File: src/rtl/movement_controller.sv
// Cursor movement sequencer: drives the datapath control code through clear/step/draw passes.
// Optional feature macro: DIAGONAL_EN (one pass issues both a horizontal and a vertical step).
module movement_controller #(
    parameter int unsigned TICK_DIV = 833333,
    parameter int unsigned CNT_W    = 20,
    parameter int unsigned WDOG     = 64
) (
    input  logic       clk,
    input  logic       reset_n,
    input  logic       btn_left,
    input  logic       btn_right,
    input  logic       btn_up,
    input  logic       btn_down,
    input  logic       draw_done,
    output logic [3:0] control,
    output logic       busy,
    output logic       frame_tick,
    output logic       wdog_err
);

    localparam int unsigned WD_W = $clog2(WDOG + 1);

    typedef enum logic [3:0] {
        StPrehold = 4'b0100,
        StHold    = 4'b0000,
        StClear   = 4'b0001,
        StLeft    = 4'b0011,
        StRight   = 4'b0010,
        StDown    = 4'b0110,
        StUp      = 4'b0111,
        StDraw    = 4'b0101
    } state_e;

    state_e           state_q, state_d;
    logic [CNT_W-1:0] tick_cnt_q, tick_cnt_d;
    logic [WD_W-1:0]  wdog_cnt_q, wdog_cnt_d;
    logic [3:0]       dir_q, dir_d;  // {up, down, left, right}
    logic             done_q, busy_q, wdog_err_q, wdog_err_d;
    logic             done_rise, h_req, v_req, live_h, live_v, wdog_expired;
    state_e           h_step, v_step;

    assign frame_tick   = (tick_cnt_q == CNT_W'(TICK_DIV - 1));
    assign tick_cnt_d   = frame_tick ? '0 : tick_cnt_q + CNT_W'(1);
    assign done_rise    = draw_done & ~done_q;
    assign h_req        = dir_q[1] ^ dir_q[0];
    assign v_req        = dir_q[3] ^ dir_q[2];
    assign live_h       = btn_left ^ btn_right;
    assign live_v       = btn_up ^ btn_down;
    assign h_step       = dir_q[0] ? StRight : StLeft;
    assign v_step       = dir_q[2] ? StDown : StUp;
    assign wdog_expired = (wdog_cnt_q == WD_W'(WDOG - 1));

    always_comb begin
        state_d    = state_q;
        dir_d      = dir_q;
        wdog_err_d = wdog_err_q;
        unique case (state_q)
            StPrehold: state_d = StClear;
            StHold: begin
                if (frame_tick) begin
                    dir_d = {btn_up, btn_down, btn_left, btn_right};
                    if (live_h || live_v) state_d = StClear;
                end
            end
            StClear: begin
                if (done_rise) begin
                    if (h_req)      state_d = h_step;
                    else if (v_req) state_d = v_step;
                    else            state_d = StDraw;
                end else if (wdog_expired) begin
                    state_d    = StHold;
                    wdog_err_d = 1'b1;
                    dir_d      = '0;
                end
            end
            StLeft, StRight: begin
`ifdef DIAGONAL_EN
                state_d = v_req ? v_step : StDraw;
`else
                state_d = StDraw;
`endif
            end
            StUp, StDown: state_d = StDraw;
            StDraw: begin
                if (done_rise) begin
                    state_d = StHold;
                end else if (wdog_expired) begin
                    state_d    = StHold;
                    wdog_err_d = 1'b1;
                    dir_d      = '0;
                end
            end
            default: state_d = StPrehold;
        endcase
    end

    // Watchdog restarts on every state change, so entering CLEAR or DRAW starts from zero.
    always_comb begin
        wdog_cnt_d = wdog_cnt_q;
        if (state_d != state_q) begin
            wdog_cnt_d = '0;
        end else if (state_q == StClear || state_q == StDraw) begin
            wdog_cnt_d = wdog_cnt_q + WD_W'(1);
        end
    end

    always_ff @(posedge clk or negedge reset_n) begin
        if (!reset_n) begin
            state_q    <= StPrehold;
            tick_cnt_q <= '0;
            wdog_cnt_q <= '0;
            dir_q      <= '0;
            done_q     <= 1'b0;
            busy_q     <= 1'b1;
            wdog_err_q <= 1'b0;
        end else begin
            state_q    <= state_d;
            tick_cnt_q <= tick_cnt_d;
            wdog_cnt_q <= wdog_cnt_d;
            dir_q      <= dir_d;
            done_q     <= draw_done;
            busy_q     <= (state_d != StHold);
            wdog_err_q <= wdog_err_d;
        end
    end

    assign control  = state_q;
    assign busy     = busy_q;
    assign wdog_err = wdog_err_q;

endmodule

File: config.mk
export PLATFORM = sky130hd
export DESIGN_NAME = movement_controller
export DESIGN_NICKNAME = d
export VERILOG_FILES = /design/src/rtl/movement_controller.sv
export SDC_FILE = /design/constraint.sdc
export NUM_CORES = 1
export LEC_CHECK = 0
export CAP_MARGIN = 5
export CORE_MARGIN = 2
export CORE_UTILIZATION = 52
export DETAILED_ROUTE_END_ITERATION = 6
export PLACE_DENSITY = 0.76
export REMOVE_ABC_BUFFERS = 1
export SYNTH_ARGS = -nofsm -noshare
export SYNTH_HDL_FRONTEND = slang
export SYNTH_SLANG_ARGS = --single-unit
File: constraint.sdc
create_clock -name clk -period 1.72 [get_ports clk]
set_clock_uncertainty 0.05 [all_clocks]
set_input_delay 0.516 -clock clk [delete_from_list [all_inputs] [get_ports clk]]
set_output_delay 0.516 -clock clk [all_outputs]
set_load 0.05 [all_outputs]
Word-level counts from Yosys, hierarchy flattened

Index checks and enable logic that the tools add are counted.

Register bits after elaboration: 38
Output and inout port bits: 7
RAM bits: 0
Bits in latches: 0
Bits in read-only memories: 0
Memories kept: 0

Divide/modulo/power cells: 0
Add/sub/neg operators: 2
Multipliers: 0
Shift operators: 0
Equality and inequality tests: 13
Bitwise gates (word level): 7
Order comparisons: 0
Muxes and demuxes: 17
Reductions and logical operators: 10

Operator list:

| kind                    | number |
|---|---|
| $mux W4                 | 8 |
| $add A20 B1 Y20 const B | 1 |
| $eq A20 B20 Y1 const B  | 1 |
| $mux W20                | 1 |
| $pmux W4 S5             | 1 |
| $eq A4 B3 Y1 const B    | 4 |
| $mux W7                 | 2 |
| $eq A4 B2 Y1 const B    | 2 |
| $pmux W4 S2             | 1 |
| $add A7 B1 Y7 const B   | 1 |
| $eq A7 B6 Y1 const B    | 1 |
| $eq A4 B1 Y1 const B    | 1 |
| $logic_not A4 Y1        | 1 |
| $ne A2 B2 Y1 const B    | 2 |
| $ne A4 B4 Y1            | 1 |
| $reduce_and A4 Y1       | 1 |
| $reduce_bool A2 Y1      | 2 |
| $reduce_bool A4 Y1      | 1 |
| $reduce_or A4 Y1        | 1 |
| $xor A1 B1 Y1           | 4 |
| $mux W3                 | 1 |
| $reduce_and A3 Y1       | 1 |
| $logic_or A1 B1 Y1      | 2 |
| $mux W1                 | 2 |
| 5 further kinds         | 6 |

Longest topological paths before layout

Depth in word-level cells: 7
Mapped depth: 8
Gate-level depth less buffers: 7

Worst setup path after synthesis

OpenSTA, ideal clock, no wires.

Kind: register to output
Start point: register tick_cnt_q[17]
End point: output frame_tick
Cell stages (with the launch flop): 6
Path slack: -188 ps
Arrival: 1,342 ps
Required time: 1,154 ps
Path through: dfrtp_1 -> and4bb_1 -> and4b_1 -> and4_1 -> buf_2 -> buf_6

Cells in the longest elaborated chain, start to end: 1

Ends and longest elaborated chain:

| element                  | line | RTL |
|---|---|---|
| start: declaration       | 35   | `logic [CNT_W-1:0] tick_cnt_q, tick_cnt_d;` |
| start signal: assignment | 118  | `tick_cnt_q <= tick_cnt_d;` |
| $eq A20 B20 Y1           | 42   | `assign frame_tick = (tick_cnt_q == CNT_W'(TICK_DIV - 1));` |
| end: declaration         | 17   | `output logic frame_tick,` |

Every way passes these cells.

Final worst setup path

Start point: register tick_cnt_q[14]
End point: output frame_tick

The elaborated chain is that of the path after synthesis.

==> metrics.md <==
| Metric | Value |
|---|---|
| DR vias | 1587 |
| Mean Syn Cell Area | 10.5 um^2 |
| Number of remaining DRC errors | 0 |
| Comb pwr share | 9.8% |
| WL/cell | 15.9 um |
| Grt ovf | 0 |
| RR Startpoint | tick_cnt_q[14] |
| Fin crit share | 125% |
| PnR worst setup slack | -0.432 ns |
| Register area share after synthesis | between 40% and 50% |
| Sink Count | 38 |
| Htree depth | 2 |
| CP endpoint kind | primary output |
| Max-cap violations | 0 |
| P&R area growth vs syn | 41.4% |
| FF-to-FF setup slack | -0.14 ns |
| RSZ-0062 raised after global routing | yes |
| Most frequent cells after synthesis | dfrtp_1, nor2_1, nand2_1, xor2_1, xnor2_1 |
| Leakage | 1.20 nW |
| Via/cell ratio | 5.51 |
| Cell taking the most area after synthesis | dfrtp_1 |
| DIE AREA | about 0.0042 mm^2 |
| Storage cell area | ~950 um^2 |
| Fin crit period | 2.15 ns |
| First-pass GRT wire length | 7180 um |
| GR Util met3 | 5.56% |
| GRT met2 Usage | 41.7% |
| Switching part of the total | 23.3% |
| CP bufs+invs | 1 |
| Most common cell in the netlist | dfrtp_1 |
| Antenna-violating nets left | 0 |
| Die Y | 64.6 um |
| Seq pwr share | 50.4% |
| CTS tree | yes |
| Iter 0 DRT Violations | 61 |
| Slowest stage delay, CP | about 0.38 ns |
| Max FO, Critical Path | 2 |
| Post-Place Setup Slack | -0.228 ns |
| Gr busiest metal | met2 |
| Multi-input gate area | between 0.001 and 0.0015 mm^2 |
| Ys flop type | dfrtp_1 |
| Syn. warnings | 0 |
| Yosys cell types | 34 |
| Worst-path clk slew | 0.07 ns |
| Largest net degree at the start of global routing | 39 |
| Final setup vio count | 12 |
| Synth async-reset ratio | between 90% and 100% |
| Core area | 0.00361 mm^2 |
| Clk_lat worst skew | 0.29 ns |
| Initial antenna violation count | 0 |
| DIE WIDTH | roughly 65 um |
| Yosys top cell area share | 47.2% |
| CP Capture Point | frame_tick |
| Failing checks | negative setup slack |
| Net load switching power | between 0.0004 and 0.0005 W |
| CP Class | register to primary output |
| Setup TNS | -1.53 ns |
| Core Util, Final | 74.8% |
| Int Pwr | 0.00139 W |
| PortBufs | 13 |
| Critical Path Start | tick_cnt_q[14] |
| Dpl cells | 270 |
| R2R cell count | 7 |
| CP max-delay cell | dfrtp_1 |
| NumNets Final | 250 |
| CTS Buf Count | 5 |
| Slew Limit Fails | 0 |
| Crit-path leading delay family | simple AND/OR/NAND/NOR gates |
| P per Cell Area | 672 mW/mm^2 |
| Cell Count, Final, Fillers Out | between 200 and 300 |
| Share of layout cells above drive strength 1 | 34.2% |
| Crit start category | register |
| CTS Hold Buffers Added | 0 |
| Clock power share | 39.8% |
| Worst-case clock buffer depth | 2 |
| Drt first pass iters | 4 |
| Post-synthesis register bit count | 38 |
| Critical Path RT | 1.15 ns |
| IR drop worst, VDD | 0.631 mV |
| I/O pins | 14 |
| Status | complete, but fails checks |
| Routed Wire Length | approximately 4600 um |
| Max Freq | roughly 460 MHz |
| RD Place Congestion | 0.819 |
| WHS | 0.470 ns |
| Hold violation count in the final report | 0 |
| Reg2reg end | dir_q[3] |
| Cells after synthesis | 182 |
| Antenna Cells | 0 |
| Met1 Use GR | around a quarter |
| Path length in cells of the critical path | 4 |
| Post-synth EDFFs | 0 |
| Hpwl dp | between 3000 and 4000 um |
| CTS Root Cell | clkbuf_8 |
| Aggregate global-route resource usage | 23.0% |
| Critical Path, Cell by Cell | and4bb_1 -> and4b_1 -> and4_4 -> buf_12 |
| Area contributors post-synth | dfrtp_1, xor2_1, xnor2_1 |
| Final-layout fill cell count | about 250 |
| Post-synthesis cell area | roughly 0.0019 mm^2 |
| Vias in the first global route | between 1500 and 2000 |
| Row Count | 22 |
| Worst hold path type | register to register |
| CP arrival | 1.59 ns |
| Initial Util | 52.9% |
==> state kept, by name (all words and copies together), names as in the netlist <==
signal,cells
wdog_err,1
dir_q,4
control,4
tick_cnt_q,20
done_q,1
wdog_cnt_q,7
busy,1
==> power groups by stage <==
stage               clock network [W]  logic [W]  registers (W)
floorplan                           0  0.0000367       0.000954
global placement                    0   0.000154       0.000928
detailed placement                  0   0.000159       0.000928
CTS                          0.000726   0.000160       0.000911
global route                 0.000767   0.000190       0.000914
finish                       0.000721   0.000178       0.000913
==> cells in the final DEF (no fill, tap or decap), types with 7 or more instances in the layout <==
cell	synthesis	layout
buf_12	0	8
buf_4	0	34
clkbuf_8	0	8
dfrtp_1	36	36
nand2_1	17	17
nand3_1	9	7
nand4_1	8	8
nor2_1	26	19
xnor2_1	12	12
xor2_1	13	12
==> final cells by class <==
type                       count  area share, %
multi-input combinational    137           37.7
clock buffer                   8           4.08
sequential                    38           35.3
inverter                       3          0.417
tap                           48           2.23
timing repair buffer          54           20.3
==> metal layers <==
metal / vias to the layer above / wire length, um
met2: 35 / 2540
li1: 746 / -
met4: 0 / 119
met3: 12 / 143
met1: 794 / 1780
met5: - / 0
==> stage by stage <==
stage / total power, W / instance area (um^2)
floorplan: 0.000991 / 1880
global placement: 0.00108 / 2380
detailed placement: 0.00109 / 2380
CTS: 0.00180 / 2500
global route: 0.00187 / 2700
finish: 0.00181 / 2700
==> worst min-delay path by stage <==
stage,startpoint,end,cells after the start
2_1_floorplan,reset_n,control[0],0
3_3_place_gp,dir_q[3],dir_q[3],1
3_5_place_dp,dir_q[2],dir_q[2],1
4_1_cts,tick_cnt_q[19],tick_cnt_q[19],1
5_1_grt,tick_cnt_q[19],tick_cnt_q[19],1
6_report,tick_cnt_q[19],tick_cnt_q[19],1
==> kinds of logic after synthesis <==
kind of cell | after synthesis | synth area share, %
XOR/XNOR | 25 | 11.5
AO/OA/AOI/OAI | 14 | 6.49
AND/OR/NAND/NOR | 89 | 24.9
adder cells (fa/ha/maj) | 4 | 2.62
multiplexers | 4 | 2.10
other | 1 | 0.197
buffers and inverters | 7 | 2.29
flip-flops | 38 | 50.0
==> timing repair <==
action / in CTS / in global routing
endpoints found under the hold margin: 0 / 0
gates resized for setup: 4 / 32
setup endpoints to repair: 7 / 18
pin swaps: 3 / 15
buffers inserted: 2 / 11
==> worst reg2reg max path, cell delays in order, from the launching register on <==
cell and delay [ns]:
dfrtp_1 0.38, and4bb_1 0.29, and4b_1 0.24, buf_4 0.13, buf_6 0.09, and3_4 0.25, mux2i_2 0.24, o2bb2ai_1 0.08
Power figures use the tool's default switching activity.
